$ cat config.mk
export PLATFORM = sky130hd
export DESIGN_NAME = result_accum
export DESIGN_NICKNAME = d
export VERILOG_FILES = /design/src/rtl/result_accum_pkg.sv /design/src/rtl/result_accum_accum_sat.sv /design/src/rtl/result_accum.sv
export SDC_FILE = /design/constraint.sdc
export NUM_CORES = 1
export LEC_CHECK = 0
export CAP_MARGIN = 20
export CORE_MARGIN = 2
export CORE_UTILIZATION = 54
export DETAILED_ROUTE_END_ITERATION = 6
export HOLD_SLACK_MARGIN = 0.02
export PLACE_DENSITY = 0.85
export SLEW_MARGIN = 0
export SYNTH_ARGS = -nofsm -noshare
export SYNTH_HDL_FRONTEND = slang
export SYNTH_SLANG_ARGS = --single-unit
$ cat constraint.sdc
create_clock -name clk -period 3.05 [get_ports clk]
set_clock_uncertainty 0.15 [all_clocks]
set_input_delay 0.4575 -clock clk [delete_from_list [all_inputs] [get_ports clk]]
set_output_delay 0.4575 -clock clk [all_outputs]
set_load 0.02 [all_outputs]
$ cat src/rtl/result_accum_pkg.sv
// Shared types and default sizing for the result accumulator.
package result_accum_pkg;

   // Frame FSM: nothing held, partial frame held, finished frame presented.
   typedef enum logic [1:0] {
      StIdle,
      StAccum,
      StHold
   } state_t;

   localparam int unsigned DEF_DW   = 5;
   localparam int unsigned DEF_N    = 4;
   localparam int unsigned DEF_ACCW = 6;

endpackage

$ cat src/rtl/result_accum_accum_sat.sv
// Combinational adder for the frame accumulator: one-bit-wide headroom add,
// sticky overflow, and the presented sum value.
// Build option RESULT_ACCUM_SAT_EN: clamp the presented sum to 2^ACCW-1 on overflow;
// otherwise the presented sum is the true sum modulo 2^ACCW.
module accum_sat
   import result_accum_pkg::*;
#(
   parameter int unsigned DW   = DEF_DW,
   parameter int unsigned ACCW = DEF_ACCW
) (
   input  logic [ACCW:0]   acc,
   input  logic [DW-1:0]   sample,
   input  logic            ovf_in,
   output logic [ACCW:0]   acc_next,
   output logic            ovf_next,
   output logic [ACCW-1:0] res
);

   // Add the sample, latch overflow once any partial sum passes 2^ACCW-1.
   always_comb begin
      acc_next = acc + {{(ACCW + 1 - DW){1'b0}}, sample};
      // Sticky: the headroom bit can wrap away on later adds for large N.
      ovf_next = ovf_in | acc_next[ACCW];
`ifdef RESULT_ACCUM_SAT_EN
      res = ovf_next ? {ACCW{1'b1}} : acc_next[ACCW-1:0];
`else
      res = acc_next[ACCW-1:0];
`endif
   end

endmodule

$ cat src/rtl/result_accum.sv
// Frame accumulator: sums N unsigned samples (or a flushed partial frame) and
// presents sum, max, count and overflow through a valid/ready output handshake.
// Build option RESULT_ACCUM_SAT_EN selects a saturating out_sum (see accum_sat).
module result_accum
   import result_accum_pkg::*;
#(
   parameter int unsigned DW   = DEF_DW,
   parameter int unsigned N    = DEF_N,
   parameter int unsigned ACCW = DEF_ACCW,
   localparam int unsigned CW  = $clog2(N) + 1
) (
   input  logic            clk,
   input  logic            rst,
   input  logic            in_valid,
   output logic            in_ready,
   input  logic [DW-1:0]   in_data,
   input  logic            flush,
   output logic            out_valid,
   input  logic            out_ready,
   output logic [ACCW-1:0] out_sum,
   output logic [DW-1:0]   out_max,
   output logic [CW-1:0]   out_cnt,
   output logic            out_ovf
);

   state_t          state;
   logic [ACCW:0]   acc;
   logic [ACCW:0]   acc_next;
   logic [DW-1:0]   max_val;
   logic [DW-1:0]   max_next;
   logic [DW-1:0]   add_val;
   logic [CW-1:0]   cnt;
   logic [CW-1:0]   cnt_next;
   logic            ovf;
   logic            ovf_next;
   logic [ACCW-1:0] res;
   logic            accept;
   logic            close_frame;

   // Handshake decode and next frame contents; a non-accepting cycle adds zero.
   always_comb begin
      in_ready    = (state != StHold);
      accept      = in_valid & in_ready;
      add_val     = accept ? in_data : '0;
      cnt_next    = cnt + {{(CW - 1){1'b0}}, accept};
      max_next    = (accept && (in_data > max_val)) ? in_data : max_val;
      // Flush only closes a frame that already holds samples (ACCUM state).
      close_frame = (state == StAccum) && ((cnt_next == CW'(N)) || flush);
   end

   accum_sat #(
      .DW   (DW),
      .ACCW (ACCW)
   ) u_accum_sat (
      .acc      (acc),
      .sample   (add_val),
      .ovf_in   (ovf),
      .acc_next (acc_next),
      .ovf_next (ovf_next),
      .res      (res)
   );

   // Frame FSM with registered result outputs.
   always_ff @(posedge clk) begin
      if (rst) begin
         state     <= StIdle;
         acc       <= '0;
         max_val   <= '0;
         cnt       <= '0;
         ovf       <= 1'b0;
         out_valid <= 1'b0;
         out_sum   <= '0;
         out_max   <= '0;
         out_cnt   <= '0;
         out_ovf   <= 1'b0;
      end else begin
         unique case (state)
            StIdle: begin
               if (accept) begin
                  acc     <= acc_next;
                  max_val <= max_next;
                  cnt     <= cnt_next;
                  ovf     <= ovf_next;
                  state   <= StAccum;
               end
            end
            StAccum: begin
               acc     <= acc_next;
               max_val <= max_next;
               cnt     <= cnt_next;
               ovf     <= ovf_next;
               if (close_frame) begin
                  state     <= StHold;
                  out_valid <= 1'b1;
                  out_sum   <= res;
                  out_max   <= max_next;
                  out_cnt   <= cnt_next;
                  out_ovf   <= ovf_next;
               end
            end
            StHold: begin
               if (out_ready) begin
                  state     <= StIdle;
                  out_valid <= 1'b0;
                  acc       <= '0;
                  max_val   <= '0;
                  cnt       <= '0;
                  ovf       <= 1'b0;
               end
            end
            default: state <= StIdle;
         endcase
      end
   end

endmodule

# After elaboration in Yosys (flattened, before gate mapping)
# Index checks and enable logic that the tools add are counted.
[word_totals]
regBits = 34
output_inout_bits = 17
word_cells = 52
[classes]
n_addsub = 2
magnitude_cmp = 1
eq_ne = 7
muxes = 20
bitwise = 2
reduce_logical = 10
[op_table]
columns = ["cell", "n"]
rows = [
  ["one-hot mux 7 bit (3 select lines)", 1],
  ["two-way mux 5 bit", 4],
  ["one-hot mux 5 bit (3 select lines)", 1],
  ["two-way mux 7 bit", 2],
  ["one-hot mux 3 bit (3 select lines)", 1],
  ["AND reduction 3 bit", 3],
  ["!= test 2 bit (second input constant)", 4],
  ["adder 7 x 5 -> 7 bit", 1],
  ["two-way mux 2 bit", 3],
  ["two-way mux 3 bit", 2],
  ["one-hot mux 2 bit (3 select lines)", 1],
  ["greater-than comparator 5 bit", 1],
  ["adder 3 x 1 -> 3 bit", 1],
  ["== test 3 bit (second input constant)", 1],
  ["two-way mux 1 bit", 3],
  ["one-hot mux 1 bit (3 select lines)", 1],
  ["nonzero test 3 bit", 1],
  ["== test 2 x 1 -> 1 bit (second input constant)", 1],
  ["== test 2 bit (second input constant)", 1],
  ["logical AND 1 bit", 2],
  ["zero test 2 bit", 1],
  ["one-hot mux 1 bit (2 select lines)", 1],
  ["AND reduction 2 bit", 1],
  ["nonzero test 2 bit", 1],
  ["3 further kinds", 3],
]

# Depth between registers and ports, before layout
[logic_depth]
ltp_word = 8
ltp_mapped = 12
ltp_nobuf = 12

# Modules after synthesis
# A second synthesis with hierarchy kept.
[unflattened]
cells_unflattened = 217
area_unflattened_um2 = 1996.9
[modules_own_cells]
columns = ["module", "instances", "cells_per_inst", "area_each_um2"]
rows = [
  ["result_accum", 1, 181, 1715.4],
  ["accum_sat", 1, 36, 281.5],
]

# Least setup slack after synthesis
# OpenSTA, ideal clock, no wires.
[synth_timing]
kind = "register to register"
from = "register state[0]"
to = "register out_ovf"
setup_ps = 137
arrival_time_ps = 2060
required_ps = 2763
setup_slack_ps = 703
stages_incl_launch_ff = 13
cell_sequence = "dfxtp_1 inv_1 ha_1 nand2b_2 nor2_1 ha_1 inv_1 fa_1 nor2b_1 o2111ai_1 nand3_1 xnor2_1 a211oi_1"
[synth_via]
elab_chain_len = 7
[synth_rtl]
columns = ["item", "line_no", "text"]
rows = [
  ["from (decl)", "result_accum.sv:26", "state_t state;"],
  ["from (signal assigned)", "result_accum.sv:66", "state <= StIdle;"],
  ["from (signal assigned)", "result_accum.sv:84", "state <= StAccum;"],
  ["from (signal assigned)", "result_accum.sv:93", "state <= StHold;"],
  ["!= test 2 bit", "result_accum.sv:42", "in_ready = (state != StHold);"],
  ["bitwise AND 1 bit", "result_accum.sv:43", "accept = in_valid & in_ready;"],
  ["adder 3 x 1 -> 3 bit", "result_accum.sv:45", "cnt_next = cnt + {{(CW - 1){1'b0}}, accept};"],
  ["== test 3 bit", "result_accum.sv:48", "close_frame = (state == StAccum) && ((cnt_next == CW'(N)) || flush);"],
  ["logical OR 1 bit", "result_accum.sv:48", ""],
  ["logical AND 1 bit", "result_accum.sv:48", ""],
  ["AND reduction 2 bit (no line)", "-", ""],
  ["to (signal assigned)", "result_accum.sv:98", "out_ovf <= ovf_next;"],
  ["to (decl)", "result_accum.sv:23", "output logic out_ovf"],
]
# Several ways; a longest one is shown, not always the timed one.
# A chain may end at the register's enable or synchronous reset.

# Worst setup path after layout
[layout_timing]
from = "register state[0]"
to = "register out_max[0]"
[layout_via]
elab_chain_len = 7
[layout_rtl]
columns = ["item", "line_no", "text"]
rows = [
  ["!= test 2 bit", "result_accum.sv:42", ""],
  ["bitwise AND 1 bit", "result_accum.sv:43", ""],
  ["adder 3 x 1 -> 3 bit", "result_accum.sv:45", ""],
  ["== test 3 bit", "result_accum.sv:48", ""],
  ["logical OR 1 bit", "result_accum.sv:48", ""],
  ["logical AND 1 bit", "result_accum.sv:48", ""],
  ["AND reduction 2 bit (no line)", "-", ""],
  ["to (signal assigned)", "result_accum.sv:96", "out_max <= max_next;"],
  ["to (decl)", "result_accum.sv:21", "output logic [DW-1:0] out_max,"],
]
# Several ways; a longest one is shown, not always the timed one.

==> flow_metrics.env <==
export IMPL_status="completed"
export IMPL_start_util_pct=57.3
export IMPL_worst_pin_slew_ns=0.563
export IMPL_grt_max_degree=42
export IMPL_port_buffers=26
export IMPL_antenna_found_initial=0
export IMPL_detail_route_wl_per_cell_um=13.6
export IMPL_hold_buffers=0
export IMPL_hold_path_class="flop to flop"
export IMPL_netlist_instances=211
export IMPL_timing_fmax_ghz=0.382
export IMPL_reg2reg_slack_ns=0.43
export IMPL_finalNonFillerCells=285
export IMPL_p_total_mw=1.66
export IMPL_via_per_inst=5.56
export IMPL_cts_buffer_depth=2
export IMPL_gr_total_overflow=0
export IMPL_setup_violations=0
export IMPL_leakage_nw=0.907
export IMPL_ant_nets=0
export IMPL_fillers=277
export IMPL_period_share_pct=85.9
export IMPL_die_w_um=64.0
export IMPL_cts_sinks=34
export IMPL_gp_congestion=0.924
export IMPL_cts_buffers=5
export IMPL_reg2reg_depth=11
export IMPL_hold_worst_slack_ns=0.312
export IMPL_critPathArrivalTime_ns=2.74
export IMPL_drt_pass1_iterations=4
export IMPL_r2r_start="state[0]"
export IMPL_synth_seq_cells=34
export IMPL_yosysSeqAreaShare_pct=35.0
export IMPL_register_area_um2=681
export IMPL_drive_above_1_share_pct=9.62
export IMPL_htree_levels=2
export IMPL_r2r_end="out_max[0]"
export IMPL_grt_pass1_wl_mm=6.88
export IMPL_maxCapViolCount=0
export IMPL_path_clk_slew_ns=0.10
export IMPL_synthesis_nets=237
export IMPL_relSlewSlack_pct=62.5
export IMPL_ys_flop_type="dfxtp_1"
export IMPL_cts_resized=0
export IMPL_ir_worst_vdd_v=0.000389
export IMPL_holdPathStages=2
export IMPL_cp_end_kind="flop"
export IMPL_finalMaxSlewViolations=0
export IMPL_synth_edf_count=0
export IMPL_insertion_delay_ns=0.34
export IMPL_diodes=0
export IMPL_critPathLaunchType="flop"
export IMPL_synth_async_reset_ratio_pct=0
export IMPL_cp_max_fo=18
export IMPL_cts_root_buf="clkbuf_4"
export IMPL_hold_viol_final=0
export IMPL_hp_start="ovf"
export IMPL_first_global_vias=1531
export IMPL_path_class="flop to flop"
export IMPL_yosys_warnings=0
export IMPL_post_cts_setup_buffers=0
export IMPL_rows=21
export IMPL_routed_wl_mm=3.88
export IMPL_nNetsFinal=264
export IMPL_die_h_um=64.0
export IMPL_crit_required_ns=3.17
export IMPL_grt_usage_pct=21.7
export IMPL_ioPinCount=27
export IMPL_syn_area_um2=1940
export IMPL_dp_cells=277
export IMPL_final_setup_tns_ns=0
export IMPL_coreArea_um2=3390
export IMPL_dp_hpwl_mm=2.89
export IMPL_die_area_um2=4090
export IMPL_vias=1586
export IMPL_fin_crit_ns=2.62
export IMPL_cts_tree="done"
export IMPL_rsz0062_at_grt="false"
export IMPL_areaGrowthSynthToFinish_pct=17.1
export IMPL_multi_input_area_um2=1150
export IMPL_avgSynthCellArea_um2=9.21
export IMPL_drt_iter0_drc=86
export IMPL_yosysUniqueCellTypes=51
export IMPL_remaining_drc_errors=0
export IMPL_power_density_nw_per_um2=728
export IMPL_hold_end="ovf"
per-layer routing:
metal	up-vias	GRT usage (%)	part of all wire [%]
li1	810	-	-
met1	724	28.8	47
met2	43	33.3	45
met3	9	5.99	5.9
met4	0	8.42	1.8
met5	-	0	0
area by class of cell:
class / instances / area share, %
Clock buffer: 7 / 2.42
Clock inverter: 1 / 0.220
Timing Repair Buffer: 29 / 12.4
Tap cell: 46 / 2.53
Inverter: 13 / 2.14
Multi-Input combinational cell: 155 / 50.4
Sequential cell: 34 / 29.9
cell families after synthesis:
logic type / Yosys count / share of synthesized area, %
XOR/XNOR: 6 / 3.09
flip-flops: 34 / 35.0
adder cells (fa/ha/maj): 16 / 10.7
buffers and inverters: 22 / 5.99
AO/OA/AOI/OAI: 57 / 23.1
AND/OR/NAND/NOR: 69 / 18.5
multiplexers: 7 / 3.61
worst max path at each step:
stage,start,end,cells past startpoint,slack [ns]
5_1_grt,state[0],out_max[2],11,0.16
4_1_cts,state[0],out_ovf,11,0.41
6_report,state[0],out_max[0],11,0.43
3_3_place_gp,in_valid,out_ovf,10,0.25
3_5_place_dp,in_valid,out_ovf,10,0.20
2_1_floorplan,state[0],out_ovf,12,0.70
synthesized netlist by cell type (2+ instances only):
cell	instances	area share (%)
clkbuf_1	2	0.39
nand2_1	13	2.5
a21oi_1	15	3.9
nand3b_1	5	1.9
ha_1	15	9.7
xnor2_1	3	1.4
xor2_1	2	0.90
mux2i_1	7	3.6
a22oi_1	3	1.2
o32ai_1	4	1.8
buf_6	3	1.7
inv_1	13	2.5
dfxtp_1	34	35
nand3_1	2	0.52
o31ai_2	2	1.3
nor3_1	3	0.77
and3_1	3	0.97
nor2b_1	2	0.64
a211oi_1	8	3.1
nor2_1	25	4.8
nand2b_1	8	2.6
buf_2	2	0.52
and2_1	3	0.97
o21ai_0	4	1.0
o21ai_1	4	1.0
sequential cells by signal, indices dropped and copies added (netlist names):
| signal | count |
|---|---|
| acc | 7 |
| cnt | 3 |
| max_val | 5 |
| out_cnt | 3 |
| out_max | 5 |
| out_ovf | 1 |
| out_sum | 6 |
| out_valid | 1 |
| ovf | 1 |
| state | 2 |
worst max-delay path, cell delays in order (launching register included):
cell	delay (ns)
dfxtp_1	0.37
inv_1	0.07
ha_1	0.21
nand2b_2	0.21
inv_1	0.19
ha_1	0.19
ha_1	0.22
xor2_2	0.26
a21oi_4	0.14
nor2_8	0.25
nor2_1	0.07
a211oi_1	0.20
stage by stage:
stage          instance area, um^2  setup slack, ns  utilization [%]
2_1_floorplan                 1940            0.703                -
3_3_place_gp                  2220            0.251             65.4
3_5_place_dp                  2220            0.199             65.4
4_1_cts                       2280            0.408             67.1
5_1_grt                       2280            0.159             67.1
6_report                      2280            0.429             67.1
cell usage in the layout (no fill, tap or decap), types with 7 or more instances in the layout:
cell,synthesis,layout
dfxtp_1,34,34
clkdlybuf4s50_1,0,26
nor2_1,25,25
a21oi_1,15,15
ha_1,15,15
inv_1,13,13
nand2_1,13,13
nand2b_1,8,8
a211oi_1,8,8
mux2i_1,7,7
power by group:
part           internal [mW]  switching, mW
clock                  0.112          0.157
combinational          0.339          0.468
sequential             0.532         0.0499
total                  0.983          0.674
No activity file was read; power rests on OpenSTA's default activity.
